File: src/rtl/vram_cpu_port.sv
// Z80-side port onto the screen and character RAMs (0x2000-0x2FFF).
// Requests to video-priority halves wait on WAIT while the display is fetching.
module vram_cpu_port #(
  parameter int PRIO_SPLIT = 1,
  parameter int MAX_WAIT   = 0
) (
  input  logic        clk,
  input  logic        reset_n,
  input  logic        ce_cpu,
  input  logic [15:0] cpu_addr,
  input  logic [7:0]  cpu_dout,
  input  logic        mreq_n,
  input  logic        rd_n,
  input  logic        wr_n,
  input  logic        disp_active,
  input  logic [7:0]  scr_rdata,
  output logic [9:0]  scr_addr,
  output logic [7:0]  scr_wdata,
  output logic        scr_we,
  output logic [9:0]  chr_addr,
  output logic [7:0]  chr_wdata,
  output logic        chr_we,
  output logic [7:0]  cpu_din,
  output logic        cpu_sel,
  output logic        wait_n,
  output logic        vid_glitch
);

  localparam int            CW    = (MAX_WAIT > 0) ? $clog2(MAX_WAIT + 1) : 1;
  localparam logic [CW-1:0] MAX_W = CW'(MAX_WAIT);

  typedef enum logic [1:0] {IDLE, STALL, ACCESS, HOLD} state_t;

  state_t        r_state;
  logic          r_is_wr;
  logic          r_is_chr;
  logic [CW-1:0] r_cnt;
  logic          r_wait_n;
  logic          r_scr_we;
  logic          r_chr_we;
  logic          r_glitch;
  logic [7:0]    r_din;

  logic          w_in_range;
  logic          w_hit;
  logic          w_vid_prio;
  logic [CW-1:0] w_cnt_inc;
  logic          w_force;

  assign w_in_range = !mreq_n && (cpu_addr[15:12] == 4'h2);
  assign w_hit      = w_in_range && (!rd_n || !wr_n);
  assign w_vid_prio = cpu_addr[10] && (PRIO_SPLIT != 0);
  // Saturating stall counter; with MAX_WAIT=0 it never forces an access.
  assign w_cnt_inc  = (r_cnt == MAX_W) ? r_cnt : r_cnt + 1'b1;
  assign w_force    = (MAX_WAIT > 0) && (w_cnt_inc == MAX_W);

  always_ff @(posedge clk or negedge reset_n) begin
    if (!reset_n) begin
      r_state  <= IDLE;
      r_is_wr  <= 1'b0;
      r_is_chr <= 1'b0;
      r_cnt    <= '0;
      r_wait_n <= 1'b1;
      r_scr_we <= 1'b0;
      r_chr_we <= 1'b0;
      r_glitch <= 1'b0;
      r_din    <= 8'hFF;
    end else begin
      r_scr_we <= 1'b0;
      r_chr_we <= 1'b0;
      r_glitch <= 1'b0;
      if (ce_cpu) begin
        case (r_state)
          IDLE: begin
            if (w_hit) begin
              r_is_wr  <= !wr_n;
              r_is_chr <= cpu_addr[11];
              r_wait_n <= 1'b0;
              if (w_vid_prio && disp_active) begin
                r_state <= STALL;
                r_cnt   <= '0;
              end else begin
                r_state  <= ACCESS;
                r_glitch <= disp_active;
              end
            end
          end
          STALL: begin
            // CPU abandoned the cycle: drop it without touching the RAM.
            if (mreq_n) begin
              r_state  <= IDLE;
              r_wait_n <= 1'b1;
            end else begin
              r_cnt <= w_cnt_inc;
              if (!disp_active || w_force) r_state <= ACCESS;
            end
          end
          ACCESS: begin
            r_state  <= HOLD;
            r_wait_n <= 1'b1;
            if (r_is_wr) begin
              r_scr_we <= !r_is_chr;
              r_chr_we <= r_is_chr;
            end else begin
              r_din <= r_is_chr ? 8'hFF : scr_rdata;
            end
          end
          HOLD: begin
            if (mreq_n) r_state <= IDLE;
          end
          default: r_state <= IDLE;
        endcase
      end
    end
  end

  assign scr_addr   = cpu_addr[9:0];
  assign scr_wdata  = cpu_dout;
  assign chr_addr   = cpu_addr[9:0];
  assign chr_wdata  = cpu_dout;
  assign scr_we     = r_scr_we;
  assign chr_we     = r_chr_we;
  assign cpu_din    = r_din;
  assign cpu_sel    = w_in_range && !rd_n && wr_n;
  assign wait_n     = r_wait_n;
  assign vid_glitch = r_glitch;

endmodule

File: config.mk
export PLATFORM = sky130hd
export DESIGN_NAME = vram_cpu_port
export DESIGN_NICKNAME = d
export VERILOG_FILES = /design/src/rtl/vram_cpu_port.sv
export SDC_FILE = /design/constraint.sdc
export NUM_CORES = 1
export LEC_CHECK = 0
export ABC_AREA = 1
export BUFFER_PORTS_ARGS = -buffer_cell sky130_fd_sc_hd__buf_2
export CORE_ASPECT_RATIO = 1.25
export CORE_MARGIN = 2
export CORE_UTILIZATION = 37
export CTS_CLUSTER_DIAMETER = 40
export CTS_CLUSTER_SIZE = 16
export DETAILED_ROUTE_END_ITERATION = 12
export PLACE_DENSITY = 0.75
export REMOVE_ABC_BUFFERS = 1
export SYNTH_ARGS = -nofsm -noshare
export SYNTH_HDL_FRONTEND = slang
export SYNTH_SLANG_ARGS = --single-unit
File: constraint.sdc
create_clock -name clk -period 2 [get_ports clk]
set_clock_uncertainty 0.2 [all_clocks]
set_input_delay 0.4 -clock clk [delete_from_list [all_inputs] [get_ports clk]]
set_output_delay 0.4 -clock clk [all_outputs]
set_load 0.02 [all_outputs]
* After elaboration in Yosys (flattened, before gate mapping)
Index checks and enable logic that the tools add are counted.
** Word-level totals
- Bits in registers :: 16
- Latch bits :: 0
- RAM bits :: 0
- Bits in read-only memories :: 0
- Bits of input ports :: 39
- Output and inout bits :: 49
- Logic and storage cells :: 53
- Memories :: 0
** Operators by class
- Add/subtract/negate cells :: 0
- Multiply operators :: 0
- Divide/modulo/power cells :: 0
- $lt $le $gt $ge :: 0
- Equal/unequal tests :: 8
- Shift-type cells :: 0
- Multiplexer cells :: 20
- Bitwise operators :: 1
- Reductions and logical operators :: 16
** Operator list (count)
- $mux 1 :: 12
- $mux 2 :: 5
- $mux 8 :: 1
- $pmux 2 s4 :: 1
- $reduce_and 4->1 :: 2
- $ne 2x2->1 const B :: 3
- $reduce_and 3->1 :: 2
- $logic_and 1x1->1 :: 5
- $eq 2x2->1 const B :: 2
- $eq 4x2->1 const B :: 1
- $logic_not 1->1 :: 4
- $ne 3x3->1 const B :: 1
- $pmux 1 s3 :: 1
- $reduce_bool 3->1 :: 1
- $eq 2x1->1 const B :: 1
- $logic_not 2->1 :: 1
- $logic_or 1x1->1 :: 1
- $not 1->1 :: 1

* Logic depth before layout (Yosys ltp)
- Depth after elaboration :: 6
- Depth in mapped cells :: 8
- Mapped depth without buffers :: 8

* Worst setup path before layout
No wires, ideal clock.
- Path type :: input to output
- Start :: in mreq_n
- End :: out cpu_sel
- Data arrival time :: 1.111 ns
- Setup slack :: 0.289 ns
- Cell stages on the path :: 4
- Cell sequence :: nor2_2 nor3b_4 nand2_1 nor2_1
** On the way
- Cells in the longest elaborated chain, start to end :: 4
** Ends and longest elaborated chain
- start, declared :: line 12 : input logic mreq_n,
- $logic_not 1->1 :: line 50 : assign w_in_range = !mreq_n && (cpu_addr[15:12] == 4'h2);
- $logic_and 1x1->1 :: line 50
- $logic_and 1x1->1 (2 in a row) :: line 124 : assign cpu_sel = w_in_range && !rd_n && wr_n;
- end, declared :: line 24 : output logic cpu_sel,
No other way between the ends.

* Final worst setup path
Same ends and word-level chain as after synthesis.

==> impl_metrics.py <==
metrics = {
    "power_and_ir_drop": {
        "internal_power_mw": 0.814,
        "p_leak_nw": 0.576,
        "p_switching_mw": 0.568,
        "p_seq_frac": 0.424,
        "vdd_drop_max_uv": 588,
        "swShare": 0.411,
        "power_density_mw_per_mm2": 1230,
        "clock_power_share": 0.120,
        "comb_power_share": 0.456,
    },
    "clocking": {
        "cts-resized-gates": 0,
        "cts_tree": "yes",
        "cts-root-buf": "clkbuf_4",
        "cts_setup_buffers": 0,
        "clkTransAtPathRegs_ps": 80,
        "cts.sink_count": 16,
        "cts-htree-levels": 1,
        "clockBufferDepth": 2,
        "cts_made_buffers": 3,
        "clk_latency_ps": 270,
    },
    "synthesis": {
        "synth_top_area_share": 0.233,
        "synth_top_cell_by_area": "buf_4",
        "syn_area_per_cell_sq_um": 8.47,
        "synth-seq-cells": 16,
        "ys_seq_area_frac": 0.355,
        "synth_cell_type_count": 24,
        "synth_warnings": 0,
        "postSynthCellCount": 137,
        "synth_area_sq_mm": 0.00116,
        "synth_top_cells_by_area": "buf_4 23%, dfstp_2 20%, dfrtp_1 15%",
    },
    "grt": {
        "grt_pass1_vias": 750,
        "grt_max_degree": 17,
        "gr-usage-all-layers": 0.142,
        "antenna_found_initial": 0,
        "grt_pass1_wl_mm": 3.56,
        "gr-total-overflow": 0,
    },
    "finish": {
        "diodes": 0,
        "final_common_cell": "buf_2",
        "layout-drive-gt1-share": 0.423,
        "num-fill-cells": 306,
        "area_growth_pct": -3.45,
        "layout.nets": 182,
        "mostFrequentLayoutCells": "33 x buf_2, 21 x nor2_1, 19 x nand2_1, 9 x inv_1, 9 x dfstp_2",
    },
    "sta": {
        "timing.fmax_ghz": 0.546,
        "hold_viol_final": 0,
        "setup_violations": 0,
        "finalCritPeriodShare": 0.916,
        "finalCriticalPeriod_ps": 1830,
        "worst_slack_ps": 168,
        "setup_tns_ps": 0,
        "maxSlewViolCount": 0,
        "slew-limit-headroom": 0.767,
        "tightest_slew_ps": 349,
        "grt_setup_unrepaired": "no",
    },
    "job": {
        "cap_violations": 0,
    },
    "placed_design": {
        "finalWeightedCongestion": 0.769,
        "io_buffers": 33,
        "place_ws_ps": 164,
        "dp_hpwl_mm": 2.00,
    },
    "route": {
        "routed_wl_mm": 2.44,
        "detail-route-antenna-nets": 0,
        "drt-pass1-iter-count": 4,
        "drcViolationCount": 0,
        "via_per_inst": 4.65,
        "drtIter0Drc": 8,
        "routed-via-count": 804,
        "avgRoutedWirePerCell_um": 14.1,
    },
    "worst_setup_path": {
        "r2r-start": "r_state[0]",
        "path_class": "in2out",
        "reg2reg_to": "cpu_din[1]",
        "start_kind": "input port",
        "path_max_fanout": 4,
        "reg2regPathDepth": 6,
        "timing.critical_path.from": "mreq_n",
        "arrival_ps": 1230,
        "required_ps": 1400,
        "rrSetupSlack_ps": 340,
        "crit_end": "cpu_sel",
        "crit_path_end_kind": "primary output",
    },
    "die": {
        "rows": 22,
        "die_x_um": 54.1,
        "floorplan.initialDensity": 0.390,
        "die_h_um": 66.6,
        "coreArea_sq_mm": 0.00297,
        "boundaryPins": 88,
        "die_area_sq_mm": 0.00360,
    },
    "worst_hold_path": {
        "hp-class": "in2reg",
    },
    "run_status": {
        "status": "complete, no violations",
    },
}
[cell families after synthesis]
family / Yosys count / synth area share
adder cells (fa/ha/maj): 5 / 0.0539
buffers and inverters: 48 / 0.279
AO/OA/AOI/OAI: 12 / 0.0777
flip-flops: 16 / 0.355
AND/OR/NAND/NOR: 56 / 0.234
[worst min path at each step]
stage / end / depth (start not counted) / start / slack [ps]
CTS: cpu_din[0] / 3 / scr_rdata[0] / 150
global route: cpu_din[0] / 3 / scr_rdata[0] / 150
detailed placement: scr_we / 1 / reset_n / 130
floorplan: chr_we / 0 / reset_n / -100
finish: cpu_din[6] / 3 / scr_rdata[6] / 170
global placement: chr_we / 1 / reset_n / 120
[timing repair]
| item | in CTS | in global routing |
|---|---|---|
| endpoints found under the setup margin | 0 | 0 |
| hold buffers | 1 | 0 |
| hold endpoints to repair | 7 | 0 |
[layout make-up]
cell class                 instances  area, sq um  share of cell area
multi-input combinational         73          424               0.379
sequential                        16          412               0.368
timing repair buffer              34          175               0.156
tap                               36         45.0              0.0402
inverter                          10         37.5              0.0335
clock buffer                       4         26.3              0.0235
[registers in the layout, summed over array words and instances (netlist names)]
register	count
r_state	2
r_is_chr	1
scr_we	1
wait_n	1
r_is_wr	1
cpu_din	8
vid_glitch	1
chr_we	1
[worst max-delay path, stage by stage]
cell	delay (ps)
buf_2	110
nor2_2	140
nor3b_4	260
nand2_1	80
nor2_1	80
buf_2	160
[power groups by stage]
stage | Clock [mW] | Sequential (mW) | Combinational (mW)
final | 0.165 | 0.587 | 0.630
after global placement | 0 | 0.589 | 0.620
after CTS | 0.181 | 0.589 | 0.639
after floorplan | 0 | 0.702 | 0.337
after detailed placement | 0 | 0.594 | 0.636
after global routing | 0.201 | 0.611 | 0.720
[metrics by stage]
stage	hold slack, ps	std cells	instance area [sq um]	utilization	power (mW)
4_1_cts	150	173	1120	0.377	1.41
5_1_grt	151	173	1120	0.377	1.53
2_1_floorplan	-95.6	99	873	-	1.04
3_5_place_dp	131	168	1080	0.364	1.23
3_3_place_gp	123	168	1080	0.364	1.21
6_report	167	173	1120	0.377	1.38
[layer usage]
metal  GRT usage  vias to the layer above  part of all wire
li1            -                      390                 -
met4      0.0656                        0             0.012
met1       0.192                      350              0.45
met3      0.0942                        4              0.18
met2       0.165                       60              0.36
met5      0.0556                        -                 0
[cells in the mapped netlist, drive strengths merged]
library cell  instances
dfrtp                 7
o21ai                 2
or2                   1
nand4                 2
a21oi                10
buf                  38
nand2                22
inv                  10
nand3                 6
nor3b                 2
ha                    5
dfstp                 9
nor2                 23
(Power assumes the default switching activity.)
